**src/rtl/alu_multicycle_exec.sv**
```systemverilog
// Execution unit for the multicycle datapath: single-cycle ALU ops plus
// bit-serial shifts, behind a valid/ready handshake on both sides.
module alu_multicycle_exec #(
    parameter int DATA_WIDTH  = 32,
    parameter int SHAMT_WIDTH = 5
) (
    input  logic                   clk,
    input  logic                   reset,
    input  logic                   in_valid_i,
    output logic                   in_ready_o,
    input  logic [3:0]             alu_operation_i,
    input  logic [DATA_WIDTH-1:0]  a_i,
    input  logic [DATA_WIDTH-1:0]  b_i,
    input  logic [SHAMT_WIDTH-1:0] shamt_i,
    output logic                   result_valid_o,
    input  logic                   result_ready_i,
    output logic [DATA_WIDTH-1:0]  result_o,
    output logic                   zero_o,
    output logic                   overflow_o,
    output logic                   illegal_op_o
);
    localparam int HALF = DATA_WIDTH / 2;
    localparam int MSB  = DATA_WIDTH - 1;

    localparam logic [3:0] OP_LUI = 4'b0000;
    localparam logic [3:0] OP_OR  = 4'b0001;
    localparam logic [3:0] OP_SLL = 4'b0010;
    localparam logic [3:0] OP_ADD = 4'b0011;
    localparam logic [3:0] OP_SRL = 4'b0100;
    localparam logic [3:0] OP_SUB = 4'b0101;
    localparam logic [3:0] OP_AND = 4'b0110;

    typedef enum logic [1:0] {
        S_IDLE,
        S_SHIFT,
        S_DONE
    } state_t;

    state_t                 r_state;
    state_t                 w_next;
    logic [SHAMT_WIDTH-1:0] r_cnt;
    logic [DATA_WIDTH-1:0]  r_work;
    logic                   r_left;

    logic [DATA_WIDTH-1:0]  w_sum;
    logic [DATA_WIDTH-1:0]  w_diff;
    logic [DATA_WIDTH-1:0]  w_res;
    logic                   w_ovf;
    logic                   w_ill;
    logic                   w_is_shift;
    logic                   w_start_shift;
    logic                   w_shift_last;
    logic [DATA_WIDTH-1:0]  w_work_nxt;

    assign w_sum  = a_i + b_i;
    assign w_diff = a_i - b_i;

    assign w_is_shift    = (alu_operation_i == OP_SLL) ||
                           (alu_operation_i == OP_SRL);
    assign w_start_shift = w_is_shift && (shamt_i != '0);
    assign w_shift_last  = (r_cnt == SHAMT_WIDTH'(1));
    assign w_work_nxt    = r_left ? (r_work << 1) : (r_work >> 1);

    // Shift ops only reach this path with shamt == 0, so they pass b through.
    always_comb begin
        w_res = '0;
        w_ovf = 1'b0;
        w_ill = 1'b0;
        case (alu_operation_i)
            OP_LUI: w_res = {b_i[HALF-1:0], {HALF{1'b0}}};
            OP_OR:  w_res = a_i | b_i;
            OP_SLL: w_res = b_i;
            OP_SRL: w_res = b_i;
            OP_AND: w_res = a_i & b_i;
            OP_ADD: begin
                w_res = w_sum;
                w_ovf = (a_i[MSB] == b_i[MSB]) && (w_sum[MSB] != a_i[MSB]);
            end
            OP_SUB: begin
                w_res = w_diff;
                w_ovf = (a_i[MSB] != b_i[MSB]) && (w_diff[MSB] != a_i[MSB]);
            end
            default: w_ill = 1'b1;
        endcase
    end

    always_comb begin
        w_next = r_state;
        case (r_state)
            S_IDLE: begin
                if (in_valid_i) begin
                    w_next = w_start_shift ? S_SHIFT : S_DONE;
                end
            end
            S_SHIFT: begin
                if (w_shift_last) begin
                    w_next = S_DONE;
                end
            end
            S_DONE: begin
                if (result_ready_i) begin
                    w_next = S_IDLE;
                end
            end
            default: w_next = S_IDLE;
        endcase
    end

    always_ff @(posedge clk) begin
        if (reset) begin
            r_state <= S_IDLE;
        end else begin
            r_state <= w_next;
        end
    end

    always_ff @(posedge clk) begin
        if (reset) begin
            r_cnt        <= '0;
            r_work       <= '0;
            r_left       <= 1'b0;
            result_o     <= '0;
            zero_o       <= 1'b0;
            overflow_o   <= 1'b0;
            illegal_op_o <= 1'b0;
        end else begin
            case (r_state)
                S_IDLE: begin
                    if (in_valid_i && w_start_shift) begin
                        r_cnt  <= shamt_i;
                        r_work <= b_i;
                        r_left <= (alu_operation_i == OP_SLL);
                    end else if (in_valid_i) begin
                        result_o     <= w_res;
                        zero_o       <= (w_res == '0);
                        overflow_o   <= w_ovf;
                        illegal_op_o <= w_ill;
                    end
                end
                S_SHIFT: begin
                    r_work <= w_work_nxt;
                    r_cnt  <= r_cnt - SHAMT_WIDTH'(1);
                    if (w_shift_last) begin
                        result_o     <= w_work_nxt;
                        zero_o       <= (w_work_nxt == '0);
                        overflow_o   <= 1'b0;
                        illegal_op_o <= 1'b0;
                    end
                end
                default: ;
            endcase
        end
    end

    assign in_ready_o     = (r_state == S_IDLE);
    assign result_valid_o = (r_state == S_DONE);

endmodule

```
**config.mk**
```make
export PLATFORM = sky130hd
export DESIGN_NAME = alu_multicycle_exec
export DESIGN_NICKNAME = d
export VERILOG_FILES = /design/src/rtl/alu_multicycle_exec.sv
export SDC_FILE = /design/constraint.sdc
export NUM_CORES = 1
export LEC_CHECK = 0
export ABC_AREA = 1
export BUFFER_PORTS_ARGS = -buffer_cell sky130_fd_sc_hd__buf_2
export CAP_MARGIN = 40
export CORE_ASPECT_RATIO = 1.75
export CORE_MARGIN = 1
export CORE_UTILIZATION = 55
export CTS_CLUSTER_DIAMETER = 200
export DETAILED_ROUTE_END_ITERATION = 16
export PLACE_DENSITY = 0.82
export SLEW_MARGIN = 15
export SYNTH_ARGS = -nofsm -noshare
export SYNTH_HDL_FRONTEND = slang
export SYNTH_SLANG_ARGS = --single-unit
```
**constraint.sdc**
```tcl
create_clock -name clk -period 3.7 [get_ports clk]
set_input_delay 0.185 -clock clk [delete_from_list [all_inputs] [get_ports clk]]
set_output_delay 0.185 -clock clk [all_outputs]
set_load 0.005 [all_outputs]
```
-- After elaboration in Yosys (flattened, before gate mapping)
Index checks and enable logic that the tools add are counted.
Widths: inputs -> output; s select.
- flip-flop bits (word level): 75
- add/subtract/negate cells: 3
- eq/ne operators: 18
- mux-type cells: 28
- bitwise gates (word level): 2
- reduce and logical (&&, ||, !) cells: 17
- operators with widths (operator ; count):
    $pmux 32 s6 ; 1
    $mux 32 ; 5
    $pmux 32 s2 ; 2
    $logic_not 32->1 ; 2
    $add 32x32->32 ; 1
    $and 32x32->32 ; 1
    $or 32x32->32 ; 1
    $sub 32x32->32 ; 1
    $eq 4x3->1 const B ; 3
    $pmux 5 s2 ; 1
    $mux 1 ; 9
    $eq 4x2->1 const B ; 2
    $mux 2 ; 4
    $pmux 1 s2 ; 4
    $reduce_or 7->1 ; 1
    $ne 2x2->1 const B ; 3
    $pmux 2 s3 ; 1
    $eq 5x1->1 const B ; 1
    $mux 5 ; 1
    $reduce_bool 5->1 ; 1
    $sub 5x1->5 const B ; 1
    $eq 4x1->1 const B ; 1
    $logic_and 1x1->1 ; 4
    $logic_not 4->1 ; 1
    other kinds (12) ; 16

-- Depth between registers and ports, before layout
Gate-level depths: netlist (run 1).
- word-level depth: 7
- depth in mapped cells: 22
- depth with buffers taken out: 21

-- Worst setup path before layout (run 1)
Ideal clock, no wire load.
- kind: input to register
- from: input a_i[0]
- to: register zero_o
- setup time: 0.070 ns
- arrival time: 2.019 ns
- path slack: 1.611 ns
- stages on the path: 20
- buffers on the path: 0
- cell sequence: ha_1 -> inv_1 -> fa_1 -> inv_1 -> nand2_1 -> nand2_2 -> nand3_1 -> nand2_1 -> nand2_1 -> nand2_1 -> nand3_1 -> nand2_1 -> nand2_1 -> nand3_1 -> nand2_1 -> nor2_1 -> nand2_1 -> nor2_1 -> nand3_1 -> a21oi_1
- cells in the longest elaborated chain, start to end: 6
- elaborated cells between the ends (all ways): 9
- ends and longest elaborated chain (what ; line ; source):
    start: declaration ; 12 ; input logic [DATA_WIDTH-1:0] a_i,
    $sub 32x32->32 (tied with other cells) ; 56 ; assign w_diff = a_i - b_i;
    $pmux 32 s6 * ; 69 ; case (alu_operation_i)
    $logic_not 32->1 * ; 135 ; zero_o <= (w_res == '0);
    $mux 1 * ; 133 ; end else if (in_valid_i) begin
    $mux 1 * ; 129 ; if (in_valid_i && w_start_shift) begin
    $pmux 1 s2 * ; 127 ; case (r_state)
    end signal: assignment ; 135 ;
    end signal: assignment ; 145 ; zero_o <= (w_work_nxt == '0);
    end: declaration ; 18 ; output logic zero_o,
Mark *: on every way between the ends. The rest lies on a longest branch, timed or not. The select of a mux whose other input is x is not followed.
A chain may end at the register's enable or synchronous reset.

-- Worst setup path after layout (run 1)
- from: register r_cnt[0]
- to: register result_o[22]
- cells in the longest elaborated chain, start to end: 3
- ends and longest elaborated chain (what ; line ; source):
    start: declaration ; 41 ; logic [SHAMT_WIDTH-1:0] r_cnt;
    start signal: assignment ; 130 ; r_cnt <= shamt_i;
    start signal: assignment ; 142 ; r_cnt <= r_cnt - SHAMT_WIDTH'(1);
    $eq 5x1->1 ; 61 ; assign w_shift_last = (r_cnt == SHAMT_WIDTH'(1));
    $ne 2x2->1 (no line) ; n/a ;
    $reduce_and 4->1 (no line) ; n/a ;
    end signal: assignment ; 134 ; result_o <= w_res;
    end signal: assignment ; 144 ; result_o <= w_work_nxt;
    end: declaration ; 17 ; output logic [DATA_WIDTH-1:0] result_o,
Every way passes these cells.

==> impl_metrics.ini, run 1 <==
[setup_path]
critPathMaxFanout = 41
path_class = reg -> reg
worstPathRequired_ns = 3.97
r2r-start = r_cnt[0]$_SDFFE_PP0P_
worstSetupStartpoint = r_cnt[0]$_SDFFE_PP0P_
worstSetupStartpointType = flip-flop
arrival_ns = 3.08
end_kind = flip-flop

[timing]
finClkSkew_ns = 0.008872
hold_viol = 0
slew_headroom = 0.4040
hold_ws_ns = 0.1306
fin_setup_tns_ns = 0
post-route-period-util = 0.7604
period_needed_ns = 2.813
max_freq_mhz = 355.4
slew_viol_final = 0
rsz0062_at_grt = false
worst-slew-pin-transition_ns = 0.8940
setup_viol = 0

[clocking]
htreeDepth = 3
cts_root_buf = clkbuf_16
clock-sinks = 75
cts_setup_buffers = 0
worstSkewPairLatency_ns = 0.34
cts_max_path_buffers = 2
clk_pin_slew_ns = 0.06
post_cts_resized = 0
cts_made_buffers = 9
cts_tree = yes
ctsHoldBuffers = 0

[finish]
nets = 2094
area_delta_synth_final_pct = 8.489
layout_commonest_cell = nand2_1
n_antenna_cell = 0
layout_common_cells = 550 x nand2_1, 294 x inv_1, 210 x nand3_1
drive_above_1_share = 0.09281

[job]
max-cap-violations = 0

[detailed_routing]
drc_errors = 0
vias_per_cell = 5.941
wl_per_cell_um = 19.36
final_antenna_net_count = 0
drt_iter0_markers = 1099
wl_um = 41670
via_count = 12780
drt-pass1-iter-count = 8

[floorplan]
core-area_um2 = 18140
die_x_um = 105.2
die-area_um2 = 19220
rows = 65
die_h_um = 182.7
io_pins = 114
initial_utilization = 0.5656

[global_route]
grt_usage = 0.4312
antenna_found_initial = 0
grt_pass1_wl_um = 63520
grt_overflow_total = 0
grt_pass1_vias = 12190
grt_max_degree = 43

[hold_path]
hold_path_class = in -> reg
hp-start = shamt_i[0]

[synth]
synthesis.area_um2 = 10260
ys_types = 45
synth_edf_count = 0
postSynthAreaPerCell_um2 = 5.539
ys_warn_count = 0
synth_seq_area_share = 0.1464
synthesis.nets = 2033
synth.top_cell.area_share = 0.2012
ys_seq_elements = 75
synth_area_leaders = nand2_1 20%, dfxtp_1 15%, ha_1 12%
netlist_instances = 1852
yosys.area.top_type = nand2_1
synth_top_flop_cell = dfxtp_1
async_flop_share = 0

[power_and_ir_drop]
vdd_ir_drop_max_v = 0.0003553
p_sw_frac = 0.4102
p_int_uw = 1836
p_leak_uw = 0.005874
p_comb_frac = 0.418
power.density_nw_per_um2 = 279.7
clock_power_share = 0.293
switching_power_uw = 1277
seqPwrFrac = 0.289

[placement]
portBuffers = 113
gp_congestion = 1.026
post-dp-hpwl_um = 33690

[status]
status = finished clean
[cells in the mapped netlist (16+ instances only)]
cell type and instances:
o22ai_1 18, clkbuf_1 32, dfxtp_1 75, nand3_1 210
nand2_1 550, inv_1 295, buf_2 26, nor2_1 174
a31oi_1 51, o21ai_0 86, a21oi_1 86, ha_1 102
nand4_1 18, a211oi_1 16
[metal layers]
layer / up-vias / global-route usage / wire, um / share of wire
li1: 6044 / - / - / -
met1: 5801 / 0.4503 / 14670 / 0.35
met4: 0 / 0.3808 / 4095 / 0.098
met5: - / 0 / 0 / 0
met3: 201 / 0.06000 / 3169 / 0.076
met2: 738 / 0.7479 / 19740 / 0.47
[critical path: stages, from the launching register on]
cell and delay (ns):
dfxtp_1 0.39, ha_1 0.17, nand2_1 0.05, o31ai_1 0.34, o211a_1 0.20, nand2_1 0.27
inv_1 0.52, buf_4 0.45, o21ai_0 0.16, a31oi_1 0.17
[path summary, 6_finish.rpt]
kind | depth (start not counted) | endpoint | slack, ns
hold / removal | 3 | r_cnt[0]$_SDFFE_PP0P_ | 0.13
setup reg to reg | 9 | result_o[22]$_SDFFE_PP0P_ | 0.89
hold reg to reg | 2 | result_o[7]$_SDFFE_PP0P_ | 0.47
setup / recovery | 9 | result_o[22]$_SDFFE_PP0P_ | 0.89
[power groups by stage]
stage / Sequential, uW / Clock (uW) / Combinational [uW]
finish: 898 / 912 / 1300
global route: 901 / 962 / 1420
CTS: 896 / 906 / 1260
detailed placement: 912 / 0 / 1260
global placement: 913 / 0 / 1250
floorplan: 907 / 0 / 842
[through the flow]
| stage | total power (uW) | std cells | util | instance area [um2] | setup WS (ns) |
|---|---|---|---|---|---|
| 6_report | 3112 | 2152 | 0.6137 | 11130 | 0.8866 |
| 2_1_floorplan | 1749 | 1852 | - | 10260 | 1.611 |
| 4_1_cts | 3065 | 2151 | 0.6134 | 11120 | 0.9156 |
| 3_5_place_dp | 2168 | 2135 | 0.5964 | 10820 | 0.7185 |
| 5_1_grt | 3288 | 2152 | 0.6137 | 11130 | 0.6556 |
| 3_3_place_gp | 2158 | 2135 | 0.5964 | 10820 | 0.7147 |
[state kept, by name (all words and copies together), names as in the netlist]
| name | cells |
|---|---|
| r_cnt | 5 |
| r_left | 1 |
| illegal_op_o | 1 |
| r_work | 32 |
| overflow_o | 1 |
| zero_o | 1 |
| result_o | 32 |
| r_state | 2 |
[cells by family after synthesis]
family / synth area share
XOR/XNOR: 0.002562
flip-flops: 0.1464
adder cells (fa/ha/maj): 0.1283
multiplexers: 0.004879
AO/OA/AOI/OAI: 0.1549
AND/OR/NAND/NOR: 0.4149
buffers and inverters: 0.1481
[final cells by class]
cell class	count	area, um2
Clock inverter	1	30.03
Multi-Input combinational cell	1401	7241
Timing Repair Buffer	126	660.6
Sequential cell	75	1501
Inverter	300	1126
Tap cell	234	292.8
Clock buffer	15	277.8
Fill cell	1986	7007
(Power assumes the default switching activity.)
==> inputs of run 2 (changes only) <==
==> constraint.sdc (replaced) <==
create_clock -name clk -period 2.6 [get_ports clk]
set_input_delay 0.13 -clock clk [delete_from_list [all_inputs] [get_ports clk]]
set_output_delay 0.13 -clock clk [all_outputs]
set_load 0.005 [all_outputs]
==> run 2 against run 1 <==
- non-clock buffer count is 239 higher
- first-iteration DRC count rose by 51%
- cell area rose by 17%
==> impl_metrics.ini, run 2 (same netlist as run 1, synthesis figures left out) <==
[status]
status = finished clean

[hold_path]
hold_path_class = in -> reg
whs_path_depth = 4

[placement]
portBuffers = 113
post-dp-hpwl_um = 37490
gp_congestion = 1.055
place_area_um2 = 12650

[detailed_routing]
drt-pass1-iter-count = 6
final_antenna_net_count = 0
wl_met3_um = 4357
drt_iter0_markers = 1662
vias_per_cell = 5.916
wl_per_cell_um = 19.46
wl_um = 46530
highest_layer = met4
via_count = 14150
m1WireLength_um = 16310
drc_errors = 0
wl_met2_um = 21360

[finish]
layout_commonest_cell = nand2_1
area_delta_synth_final_pct = 26.72
drive_above_1_share = 0.2003
layout_common_cells = 549 x nand2_1, 294 x inv_1, 248 x buf_4
n_antenna_cell = 0
fin_area_um2 = 13000
top_regs = r_work: 32 flops, result_o: 32 flops, r_cnt: 5 flops
regArea_um2 = 1501
nets = 2333
multi_input_area_um2 = 7283
fillers = 1606

[setup_path]
worstSetupStartpointType = input port
crit_path_cell_trace = buf_2, inv_1, ha_1, buf_4, nor2_1, nand3_1, nand3_2, nand2_1, nand2_1, buf_4, nand2_1, nand3_1, nand3_2, nor2_1, nand2_1, nor2_1, nand2_1, nor2_1, nand3_1, a21oi_1
worstPathRequired_ns = 2.87
critPathMaxFanout = 5
r2r_cells = 8
arrival_ns = 2.70
cpPeakStageDelay_ns = 0.31
path_class = in -> reg
cpMostUsedCell = nand2_1
cpMaxStageDelayCell = ha_1
end_kind = flip-flop

[timing]
post-route-period-util = 0.9340
rsz0062_at_grt = false
hold_ws_ns = 0.07245
setup_viol = 0
slew_viol_final = 0
finClkSkew_ns = 0.007699
max_freq_mhz = 411.8
period_needed_ns = 2.428
worst-slew-pin-transition_ns = 0.6837
slew_headroom = 0.5435
hold_viol = 0

[clocking]
cts_root_buf = clkbuf_16
clock-sinks = 75
cts_setup_buffers = 0
ctsHoldBuffers = 0
clk_pin_slew_ns = 0.06
cts_tree = yes
cts_made_buffers = 9
htreeDepth = 3
worstSkewPairLatency_ns = 0.34
cts_max_path_buffers = 2

[power_and_ir_drop]
switching_power_uw = 2003
p_sw_frac = 0.4095
seqPwrFrac = 0.261
clock_power_share = 0.263
vdd_ir_drop_max_v = 0.0004598
power.density_nw_per_um2 = 376.2
p_int_uw = 2888
p_total_uw = 4891
p_leak_uw = 0.007063
p_comb_frac = 0.476

[job]
max-cap-violations = 0

[floorplan]
die_x_um = 105.2
rows = 65
die-area_um2 = 19220
die_h_um = 182.7
core-area_um2 = 18140
io_pins = 114
initial_utilization = 0.5656

[global_route]
antenna_found_initial = 0
grt_max_degree = 76
grt_overflow_total = 0
grt_pass1_wl_um = 70900
grt_pass1_vias = 13560
grt_usage = 0.4819
==> run 2: area by class of cell <==
class / instances / share of cell area
multi-input cells: 1401 / 0.5602
repair buffers: 365 / 0.1917
flip-flops and latches: 75 / 0.1155
inverters: 300 / 0.08662
well taps: 234 / 0.02252
clock buffers: 10 / 0.01838
clock inverters: 6 / 0.005005
==> run 2: timing repair <==
action / in CTS / in global routing
resized for setup: 0 / 12
hold endpoints to repair: 0 / 0
endpoints found under the setup margin: 0 / 1
==> run 2: worst max-delay path: cells and delay by family <==
kind | cells | cell delay, ns
compound gates | 1 | 0.12
simple gates | 14 | 1.66
fa+ha+maj | 1 | 0.31
buf+inv | 4 | 0.46
==> run 2: power by group through the flow <==
stage / registers, uW / clock network [uW] / logic [uW]
after global routing: 1280 / 1320 / 2510
after global placement: 1290 / 0 / 2190
after CTS: 1270 / 1260 / 2230
after detailed placement: 1300 / 0 / 2210
after floorplan: 1290 / 0 / 1200
final: 1280 / 1290 / 2330
==> run 2: worst paths after layout <==
path                               to  slack, ns                      from
max               zero_o$_SDFFE_PP0P_       0.17                    b_i[2]
min           r_state[1]$_SDFFE_PP0P_       0.07            result_ready_i
max reg2reg     r_cnt[1]$_SDFFE_PP0P_       0.38   r_state[0]$_SDFFE_PP0P_
min reg2reg  result_o[1]$_SDFFE_PP0P_       0.46  result_o[1]$_SDFFE_PP0P_
==> run 2: stage by stage <==
stage / setup TNS, ns / utilization / instances / setup slack (ns)
2_1_floorplan: 0 / - / 1852 / 0.5658
3_3_place_gp: -0.1579 / 0.6974 / 2374 / -0.1579
3_5_place_dp: -0.1432 / 0.6974 / 2374 / -0.1432
4_1_cts: 0 / 0.7142 / 2390 / 0.1797
5_1_grt: 0 / 0.7168 / 2391 / 0.01299
6_report: 0 / 0.7168 / 2391 / 0.1715
==> run 2: layer usage <==
| layer | up-vias | GRT usage |
|---|---|---|
| met5 | - | 0 |
| met4 | 0 | 0.3966 |
| met3 | 290 | 0.07821 |
| met2 | 957 | 0.8121 |
| met1 | 6383 | 0.5274 |
| li1 | 6516 | - |
